`config.mk`:
```
export PLATFORM = sky130hd
export DESIGN_NAME = fsm_core
export DESIGN_NICKNAME = d
export VERILOG_FILES = /design/src/rtl/fsm_core.sv
export SDC_FILE = /design/constraint.sdc
export NUM_CORES = 1
export LEC_CHECK = 0
export ABC_AREA = 1
export ABC_CLOCK_PERIOD_IN_PS = 800
export BUFFER_PORTS_ARGS = -buffer_cell sky130_fd_sc_hd__buf_4
export CAP_MARGIN = 20
export CORE_AREA = 2 2 39 41
export DETAILED_ROUTE_END_ITERATION = 10
export DIE_AREA = 0 0 41 43
export GPL_TIMING_DRIVEN = 0
export HOLD_SLACK_MARGIN = 0.1
export SYNTH_ARGS = -nofsm -noshare
export SYNTH_HDL_FRONTEND = slang
export SYNTH_SLANG_ARGS = --single-unit
```
`constraint.sdc`:
```
create_clock -name clk -period 0.8 [get_ports clk]
set_input_delay 0.16 -clock clk [delete_from_list [all_inputs] [get_ports clk]]
set_output_delay 0.16 -clock clk [all_outputs]
set_load 0.01 [all_outputs]
```
`src/rtl/fsm_core.sv`:
```
// Purpose: serial pattern detector; flags each (overlapping) occurrence of PATTERN in the bit stream.
// Latency: out rises in the cycle after the edge that samples the final pattern bit (Moore decode of st).
// Backpressure: none; one bit of `in` is consumed on every rising clk edge.
//
// Ports:
//   clk      in   1      rising-edge clock
//   reset    in   1      asynchronous active-low reset; clears st (and hit_cnt)
//   in       in   1      serial data bit, first pattern bit = PATTERN[PAT_LEN-1]
//   out      out  1      high for one cycle per completed match
//   hit_cnt  out  CNT_W  saturating match count (only with FSM_HIT_CNT_EN defined)
//
// Build option: define FSM_HIT_CNT_EN to add the hit_cnt port and its counter.
`timescale 1ns/1ps

module fsm_core #(
    parameter int                 PAT_LEN = 4,
    parameter logic [PAT_LEN-1:0] PATTERN = 4'b1011,
    parameter int                 CNT_W   = 8
) (
    input  logic             clk,
    input  logic             reset,
    input  logic             in,
    output logic             out
`ifdef FSM_HIT_CNT_EN
    ,
    output logic [CNT_W-1:0] hit_cnt
`endif
);

    localparam int             SW      = $clog2(PAT_LEN + 1);
    localparam logic [SW-1:0]  ST_FULL = SW'(PAT_LEN);

    if (PAT_LEN < 2 || PAT_LEN > 16 || CNT_W < 1) begin : g_bad_param
        $error("fsm_core: PAT_LEN must be 2..16 and CNT_W >= 1");
    end

    // Pattern bit i in arrival order (i = 0 is the first bit received).
    function automatic logic pat_bit(input int i);
        logic [PAT_LEN-1:0] t;
        t = PATTERN >> (PAT_LEN - 1 - i);
        return t[0];
    endfunction

    // Longest pattern prefix that is a suffix of (prefix(k) followed by b).
    // At k == PAT_LEN the full pattern is the starting string, which is what
    // lets consecutive matches overlap.
    function automatic int kmp_next(input int k, input logic b);
        int   best;
        logic ok;
        best = 0;
        for (int j = 1; j <= PAT_LEN; j++) begin
            if (j <= k + 1) begin
                ok = (b == pat_bit(j - 1));
                for (int m = 0; m < j - 1; m++) begin
                    if (pat_bit(k + 1 - j + m) != pat_bit(m)) begin
                        ok = 1'b0;
                    end
                end
                if (ok) begin
                    best = j;
                end
            end
        end
        return best;
    endfunction

    // st holds the matched prefix length k (states S0..S(PAT_LEN)). The state
    // count follows PAT_LEN, so it is a plain vector rather than an enum.
    logic [SW-1:0] st;
    logic [SW-1:0] st_next;

    // Transition table for in=0 / in=1, evaluated from PATTERN at elaboration.
    logic [SW-1:0] nxt0 [PAT_LEN+1];
    logic [SW-1:0] nxt1 [PAT_LEN+1];

    for (genvar g = 0; g <= PAT_LEN; g++) begin : g_tbl
        localparam int N0 = kmp_next(g, 1'b0);
        localparam int N1 = kmp_next(g, 1'b1);
        assign nxt0[g] = SW'(N0);
        assign nxt1[g] = SW'(N1);
    end

    always_comb begin
        st_next = '0;
        // Encodings above PAT_LEN are unreachable; they fall back to S0.
        if (st <= ST_FULL) begin
            st_next = in ? nxt1[st] : nxt0[st];
        end
    end

    always_ff @(posedge clk or negedge reset) begin
        if (!reset) begin
            st <= '0;
        end else begin
            st <= st_next;
        end
    end

    assign out = (st == ST_FULL);

`ifdef FSM_HIT_CNT_EN
    // Counts on the edge that enters S(PAT_LEN), so it moves together with out.
    always_ff @(posedge clk or negedge reset) begin
        if (!reset) begin
            hit_cnt <= '0;
        end else if (st_next == ST_FULL && hit_cnt != '1) begin
            hit_cnt <= hit_cnt + CNT_W'(1);
        end
    end
`else
    // Counter build option disabled: only the match flag is produced.
`endif

endmodule

```
==> impl_metrics.ini, run 1 <==
[outcome]
status = finished with violations
violations = negative setup slack

[detailed_routing]
via_per_inst = 3.273
final_antenna_net_count = 0
first_pass_iters = 1
vias = 144
post-route-drc-count = 0
drt-initial-drc-count = 0
wl_per_cell_microns = 7.273
wirelength_microns = 320

[critical_path]
start_kind = register
worst-r2r-setup-slack_ns = -0.22
r2r_start = st[0]
cp_data_arrival_time_ns = 0.91
reg2reg_depth = 5
worst-path-max-fanout = 2
crit_type = register to output port
critPathRequiredTime_ns = 0.64
worst_setup_path_end_kind = output port
r2r_end = st[1]

[worst_hold_path]
hp-class = primary input to register
hold_depth = 3
min_to = st[0]
hold_path_startpoint = in

[clock_network]
clock_path_buffers = 2
insertion_delay_ns = 0.23
clkSlewWorstSetupHoldPaths_ns = 0.04
cts-root-buf = clkbuf_4
clkSinkCount = 3
cts_tree = built
h-tree-depth = 1
numCtsBuffers = 3

[timing]
max_freq_mhz = 933.4
tightest_slew_ns = 0.1970
period_share = 1.339
relSlewSlack = 0.8687
rsz0062_at_grt = true
setup_slack_ns = -0.2714
finalSetupViolations = 4
min_period_ns = 1.071
skew_ns = 0.001492
hold_viol_final = 0
slew_violations = 0

[power]
p_comb_frac = 0.191
vdd_drop_max_uv = 371.1
clkPwrFrac = 0.470
seqPwrFrac = 0.339
power-per-cell-area_nw_per_um2 = 2159
p_sw_frac = 0.2643
p_leak_nw = 0.1309
p_switching_w = 0.0001492
internal_power_w = 0.0004153

[finish]
nNetsFinal = 32
antenna_cells = 0
final_util = 0.1890
largest_register_ff_count = 3
top_regs = st: 3 flops
drive_gt1_frac = 0.4643
area_growth_pct = 91.74
final_cell_mix = 5 x buf_4, 3 x nand2_1, 3 x nor2_1, 3 x clkbuf_4, 3 x dfrtp_1
final_common_cell = buf_4
largest-register = st

[placed_design]
port_buffers = 3
place_congestion = 0.6193
hpwl_microns = 191.3
pre_cts_ws_ns = -0.08326

[synthesis]
netlist_area_sq_um = 136.4
netlist_instances = 17
yosysSeqAreaShare = 0.5505
synth_top_area_share = 0.5505
yosysUniqueCellTypes = 8
synth_warnings = 0
synthTopCellsByArea = dfrtp_1 55%, nor2_1 11%, inv_1 8.3%
syn_nets = 20
synth_seq_cells = 3
yosysTopAreaCell = dfrtp_1
avgSynthCellArea_sq_um = 8.022

[grt]
grt_pass1_vias = 152
antenna_found_initial = 0
grt-ovfl-total = 0
grt_max_degree = 5
grt_first_pass_wirelength_microns = 503
grt_usage = 0.05416

[floorplanning]
coreArea_sq_um = 1384
start_util = 0.09855
floorplan.rows = 14
die_area_sq_um = 1763
ioPinCount = 4
fp.dieH_microns = 43
die_w_microns = 41

[job]
drv_cap = 0
-- through the flow --
step	TNS [ns]	hold slack (ns)	instance area, sq um	total power (W)	std cells
3_3_place_gp	-0.09839	-0.05116	183.9	0.0002487	36
3_5_place_dp	-0.1241	-0.04989	183.9	0.0002510	36
4_1_cts	-0.7506	0.1631	254.0	0.0005714	44
2_1_floorplan	-0.002466	-0.1356	141.4	0.0002284	17
5_1_grt	-0.9914	0.1728	261.5	0.0006174	44
6_report	-0.7713	0.1735	261.5	0.0005645	44
-- worst max-delay path by stage --
stage	cells past startpoint	endpoint	from	slack, ns
after CTS	2	out	st[0]	-0.28
after detailed placement	3	out	st[2]	-0.08
after floorplan	2	out	st[2]	-0.002
after global placement	3	out	st[2]	-0.07
final	2	out	st[0]	-0.27
after global routing	2	out	st[0]	-0.33
-- critical path, cell delays in order (launching register included) --
cell and delay, ns:
dfrtp_1 0.38, nor3_2 0.16, buf_4 0.13
-- cells in the mapped netlist --
| cell | instances |
|---|---|
| nor2_1 | 4 |
| nand2_1 | 3 |
| dfrtp_1 | 3 |
| inv_1 | 3 |
| a21oi_1 | 1 |
| nand3_1 | 1 |
| nor3_1 | 1 |
| o21ai_2 | 1 |
-- timing repair --
item,CTS,global route
resized for setup,3,1
hold buffers,1,0
pin swaps,3,0
hold endpoints to repair,3,0
setup endpoints to repair,2,4
buffers inserted,3,0
-- cells by family after synthesis --
group,count (synthesis),synth area share
buffers and inverters,3,0.08256
AOI/OAI and AO/OA,2,0.1009
and+or+nand+nor,9,0.2659
DFF,3,0.5504
-- area by class of cell --
class | count | area [sq um]
Fill cell | 152 | 1122
Timing Repair Buffer | 7 | 58.81
Clock buffer | 4 | 26.28
Sequential cell | 3 | 75.07
Tap cell | 16 | 20.02
Multi-Input combinational cell | 11 | 70.07
Inverter | 3 | 11.26
-- layer usage --
layer | track usage | vias up | wire length, microns
met2 | 0.08125 | 2 | 222
met3 | 0.03141 | 0 | 9
met1 | 0.02244 | 68 | 88
met5 | 0 | - | 0
met4 | 0.1000 | 0 | 0
li1 | - | 74 | -
-- power groups by stage --
| stage | registers, W | logic [W] | clock network [W] |
|---|---|---|---|
| after floorplan | 0.000192 | 0.0000363 | 0 |
| after global routing | 0.000194 | 0.000118 | 0.000305 |
| after detailed placement | 0.000196 | 0.0000550 | 0 |
| after CTS | 0.000189 | 0.000102 | 0.000281 |
| after global placement | 0.000195 | 0.0000534 | 0 |
| final | 0.000192 | 0.000108 | 0.000265 |
No activity file was read; power rests on OpenSTA's default activity.
==> run 2: changes to the inputs <==
--- a/config.mk
+++ b/config.mk
@@ -5,8 +5,7 @@
 export SDC_FILE = /design/constraint.sdc
 export NUM_CORES = 1
 export LEC_CHECK = 0
-export ABC_AREA = 1
-export ABC_CLOCK_PERIOD_IN_PS = 800
+export ABC_CLOCK_PERIOD_IN_PS = 900
 export BUFFER_PORTS_ARGS = -buffer_cell sky130_fd_sc_hd__buf_4
 export CAP_MARGIN = 20
 export CORE_AREA = 2 2 39 41
@@ -14,6 +13,7 @@
 export DIE_AREA = 0 0 41 43
 export GPL_TIMING_DRIVEN = 0
 export HOLD_SLACK_MARGIN = 0.1
+export SLEW_MARGIN = 40
 export SYNTH_ARGS = -nofsm -noshare
 export SYNTH_HDL_FRONTEND = slang
 export SYNTH_SLANG_ARGS = --single-unit
==> constraint.sdc (replaced) <==
create_clock -name clk -period 0.9 [get_ports clk]
set_input_delay 0.18 -clock clk [delete_from_list [all_inputs] [get_ports clk]]
set_output_delay 0.18 -clock clk [all_outputs]
set_load 0.01 [all_outputs]
==> impl_metrics.ini, run 2 <==
[synthesis]
synth_top_area_share = 0.5455
yosysSeqAreaShare = 0.5455
yosys-top-cells-count = 3 x dfrtp_1, 2 x nor2_1
synthTopCellsByArea = dfrtp_1 55%, or4b_1 7.3%, o221ai_1 6.4%
yosysTopAreaCell = dfrtp_1
netlist_instances = 13
netlist_area_sq_um = 137.6
synthArstFlopShare = 1.000
synth_seq_cells = 3
yosysUniqueCellTypes = 10
synth-edff-count = 0
synth.most_common_cell = dfrtp_1
synthFlopType = dfrtp_1
syn_nets = 16
avgSynthCellArea_sq_um = 10.59
synth_warnings = 0

[placed_design]
place_congestion = 0.5880
post-place-cells = 32
pre_cts_ws_ns = -0.1643
port_buffers = 3

[timing]
slew_violations = 0
hold_viol_final = 0
min_period_ns = 1.168
max_freq_mhz = 856.4
setup_slack_ns = -0.2677
tightest_slew_ns = 0.1417
relSlewSlack = 0.9056
period_share = 1.297
skew_ns = 0.001130
rsz0062_at_grt = true
setup_tns_ns = -0.6026
finalSetupViolations = 3
timing.hold.ws_ns = 0.2040

[clock_network]
clkSlewWorstSetupHoldPaths_ns = 0.04
cts-root-buf = clkbuf_4
h-tree-depth = 1
numCtsBuffers = 3
insertion_delay_ns = 0.23
clkSinkCount = 3
cts_tree = built
clock_path_buffers = 2

[power]
power-per-cell-area_nw_per_um2 = 1849
p_leak_nw = 0.1105
vdd_drop_max_uv = 415.1
p_total_w = 0.0004580

[detailed_routing]
first_pass_iters = 1
final_antenna_net_count = 0
drt-initial-drc-count = 0
wl_per_cell_microns = 7.075
vias = 136
post-route-drc-count = 0
via_per_inst = 3.400
wirelength_microns = 283

[floorplanning]
die_w_microns = 41
start_util = 0.09946
ioPinCount = 4
die_area_sq_um = 1763
floorplan.rows = 14
coreArea_sq_um = 1384
fp.dieH_microns = 43

[finish]
final_common_cell = buf_4
largest_register_ff_count = 3
finalNonFillerCells = 40
area_growth_pct = 80.00
fillers = 147
largest-register = st
nNetsFinal = 28
top_regs = st: 3 flops
final_cell_mix = 6 x buf_4, 3 x clkbuf_4, 3 x dfrtp_1
drive_gt1_frac = 0.4583
antenna_cells = 0

[critical_path]
cp_data_arrival_time_ns = 0.99
cp-startpoint = st[1]
r2r_start = st[0]
crit_type = register to output port
worst-path-max-fanout = 4
start_kind = register
critPathRequiredTime_ns = 0.72
worst_setup_path_end_kind = output port

[grt]
grt-ovfl-total = 0
grt_first_pass_wirelength_microns = 420
grt_pass1_vias = 131
antenna_found_initial = 0
grt_max_degree = 6
grt_usage = 0.04523

[outcome]
status = finished with violations
violations = negative setup slack

[worst_hold_path]
hold_path_startpoint = in
hp-class = primary input to register

[job]
drv_cap = 0
==> run 2: where the power goes <==
part | internal, W | switching [W]
clock | 0.000166 | 0.0000633
sequential | 0.000147 | 0.0000114
combinational | 0.0000430 | 0.0000273
==> run 2: layout make-up <==
class                   instances  area [sq um]  area share
repair buffers                  7         55.05      0.2222
multi-input cells               9         67.56      0.2727
clock buffers                   4         26.28      0.1061
flip-flops and latches          3         75.07      0.3030
inverters                       1         3.754     0.01515
well taps                      16         20.02     0.08081
==> run 2: cells by family after synthesis <==
kind of cell | synth area share
AOI/OAI and AO/OA | 0.1545
buffers and inverters | 0.02725
DFF | 0.5454
and+or+nand+nor | 0.2728
==> run 2: final timing paths <==
check,to,slack (ns),cells past startpoint
setup / recovery,out,-0.27,3
hold / removal,st[0],0.20,2
setup reg to reg,st[1],-0.26,3
hold reg to reg,st[2],0.62,2
max in group asynchronous,st[0],0.53,2
min in group asynchronous,st[1],0.28,2
==> run 2: repair_timing <==
item | CTS | global route
gates cloned | 0 | 0
setup buffers | 3 | 0
endpoints found under the setup margin | 2 | 3
pin swaps | 2 | 0
hold endpoints to repair | 3 | 0
hold buffers | 1 | 0
resized for setup | 0 | 2
==> run 2: stage by stage <==
stage | cell area (sq um) | utilization
final | 247.7 | 0.1790
after global routing | 247.7 | 0.1790
after CTS | 239.0 | 0.1727
after detailed placement | 180.2 | 0.1302
after global placement | 180.2 | 0.1302
after floorplan | 137.6 | -
==> run 2: layer usage <==
layer  vias up  GRT usage  wire [microns]
met5         -          0               0
li1         69          -               -
met1        65    0.01935             100
met2         2    0.05625             168
met4         0    0.08000               0
met3         0    0.04712              15
==> run 2: worst max-delay path, cell delays in order (launching register included) <==
cell     delay [ns]
dfrtp_1        0.40
nor2_2         0.12
and2_1         0.13
buf_4          0.11
==> run 3: changes to the inputs <==
--- a/config.mk
+++ b/config.mk
@@ -13,6 +13,7 @@
 export DIE_AREA = 0 0 41 43
 export GPL_TIMING_DRIVEN = 0
 export HOLD_SLACK_MARGIN = 0.1
+export REMOVE_ABC_BUFFERS = 1
 export SLEW_MARGIN = 40
 export SYNTH_ARGS = -nofsm -noshare
 export SYNTH_HDL_FRONTEND = slang
==> impl_metrics.ini, run 3 (synthesis results as in run 2) <==
[finish]
largest_register_ff_count = 3
final_common_cell = buf_4
final_util = 0.1817
multi_input_area_sq_um = 71.32
antenna_cells = 0
nNetsFinal = 28
fillers = 148
finalNonFillerCells = 40
top_regs = st: 3 flops
area_growth_pct = 82.73
register_area_sq_um = 75.07
largest-register = st
drive_gt1_frac = 0.5000
final_cell_mix = 6 x buf_4, 3 x clkbuf_4, 3 x dfrtp_1

[detailed_routing]
post-route-drc-count = 0
drt-initial-drc-count = 2
final_antenna_net_count = 0
vias = 133
wirelength_microns = 269
first_pass_iters = 4
wl_per_cell_microns = 6.725
via_per_inst = 3.325

[floorplanning]
start_util = 0.09946
die_area_sq_um = 1763
coreArea_sq_um = 1384
fp.dieH_microns = 43
floorplan.rows = 14
ioPinCount = 4
die_w_microns = 41

[clock_network]
clkSlewWorstSetupHoldPaths_ns = 0.04
numCtsBuffers = 3
cts_tree = built
insertion_delay_ns = 0.23
cts-root-buf = clkbuf_4
clock_path_buffers = 2
h-tree-depth = 1
clkSinkCount = 3

[timing]
finalSetupViolations = 3
relSlewSlack = 0.9073
min_period_ns = 1.136
hold_viol_final = 0
skew_ns = 0.0006656
rsz0062_at_grt = true
max_freq_mhz = 880.2
timing.hold.ws_ns = 0.2035
tightest_slew_ns = 0.1391
slew_violations = 0
setup_slack_ns = -0.2361
period_share = 1.262

[grt]
grt_usage = 0.04623
grt_first_pass_wirelength_microns = 434
antenna_found_initial = 0
grt_max_degree = 6
grt-ovfl-total = 0
grt_pass1_vias = 137

[placed_design]
place_congestion = 0.5985
post-place-cells = 32
port_buffers = 3

[critical_path]
cp-startpoint = st[0]
critPathRequiredTime_ns = 1.05
start_kind = register
r2r_start = st[0]
worst-r2r-setup-slack_ns = -0.24
cp_top_family = simple AND/OR/NAND/NOR gates
critPathSlowestCell = or4b_4
crit_type = register to register
cp_data_arrival_time_ns = 1.28
cp_slowest_stage_delay_ns = 0.47
cp_cell_sequence = buf_4, or4b_4, o221ai_2
worst_setup_path_end_kind = register
worst-path-buf-inv = 1
worst-path-max-fanout = 2

[power]
p_sw_frac = 0.2242
clkPwrFrac = 0.503
seqPwrFrac = 0.341
internal_power_w = 0.0003566
p_switching_w = 0.0001031
p_leak_nw = 0.1126
power-per-cell-area_nw_per_um2 = 1828
vdd_drop_max_uv = 444.0
p_comb_frac = 0.156

[worst_hold_path]
hold_path_startpoint = in
hp-class = primary input to register

[outcome]
status = finished with violations
violations = negative setup slack

[job]
drv_cap = 0
==> run 3: cell counts in the layout (fill, tap and decap cells not counted) <==
No cell type changed its count.
==> run 3: per-layer routing <==
| layer | track usage | wire (microns) | up-vias |
|---|---|---|---|
| li1 | - | - | 68 |
| met4 | 0.08000 | 0 | 0 |
| met5 | 0 | 0 | - |
| met1 | 0.01613 | 94 | 63 |
| met2 | 0.06250 | 150 | 2 |
| met3 | 0.04712 | 24 | 0 |
==> run 3: layout make-up <==
class,count,area share
clock buffer,4,0.1045
inverter,1,0.01493
tap,16,0.07960
multi-input combinational,9,0.2836
sequential,3,0.2985
timing repair buffer,7,0.2189
==> run 3: per-stage QoR <==
stage / cell area, sq um / setup TNS (ns) / setup WS (ns) / total power (W)
2_1_floorplan: 137.6 / -0.1236 / -0.1236 / 0.0001810
3_3_place_gp: 180.2 / -0.1978 / -0.1601 / 0.0001967
3_5_place_dp: 180.2 / -0.2157 / -0.1651 / 0.0001984
4_1_cts: 239.0 / -0.5463 / -0.2549 / 0.0004609
5_1_grt: 251.5 / -0.6888 / -0.2788 / 0.0004970
6_report: 251.5 / -0.5289 / -0.2361 / 0.0004596
==> run 3: path summary, 6_finish.rpt <==
check                      endpoint  cells past startpoint
setup / recovery              st[1]                      3
hold / removal                st[0]                      2
setup reg to reg              st[1]                      3
hold reg to reg               st[0]                      2
max in group asynchronous     st[0]                      2
min in group asynchronous     st[1]                      2
==> run 3: repair_timing <==
action | in CTS | in global routing
buffers inserted | 3 | 0
pin swaps | 2 | 1
hold buffers | 1 | 0
hold endpoints to repair | 3 | 0
gates resized for setup | 0 | 3
setup endpoints to repair | 2 | 3
==> run 3: power groups by stage <==
| stage | combinational [W] | clock [W] | sequential, W |
|---|---|---|---|
| floorplan | 0.0000223 | 0 | 0.000159 |
| global placement | 0.0000362 | 0 | 0.000161 |
| detailed placement | 0.0000374 | 0 | 0.000161 |
| CTS | 0.0000654 | 0.000241 | 0.000155 |
| global route | 0.0000797 | 0.000260 | 0.000158 |
| finish | 0.0000718 | 0.000231 | 0.000157 |
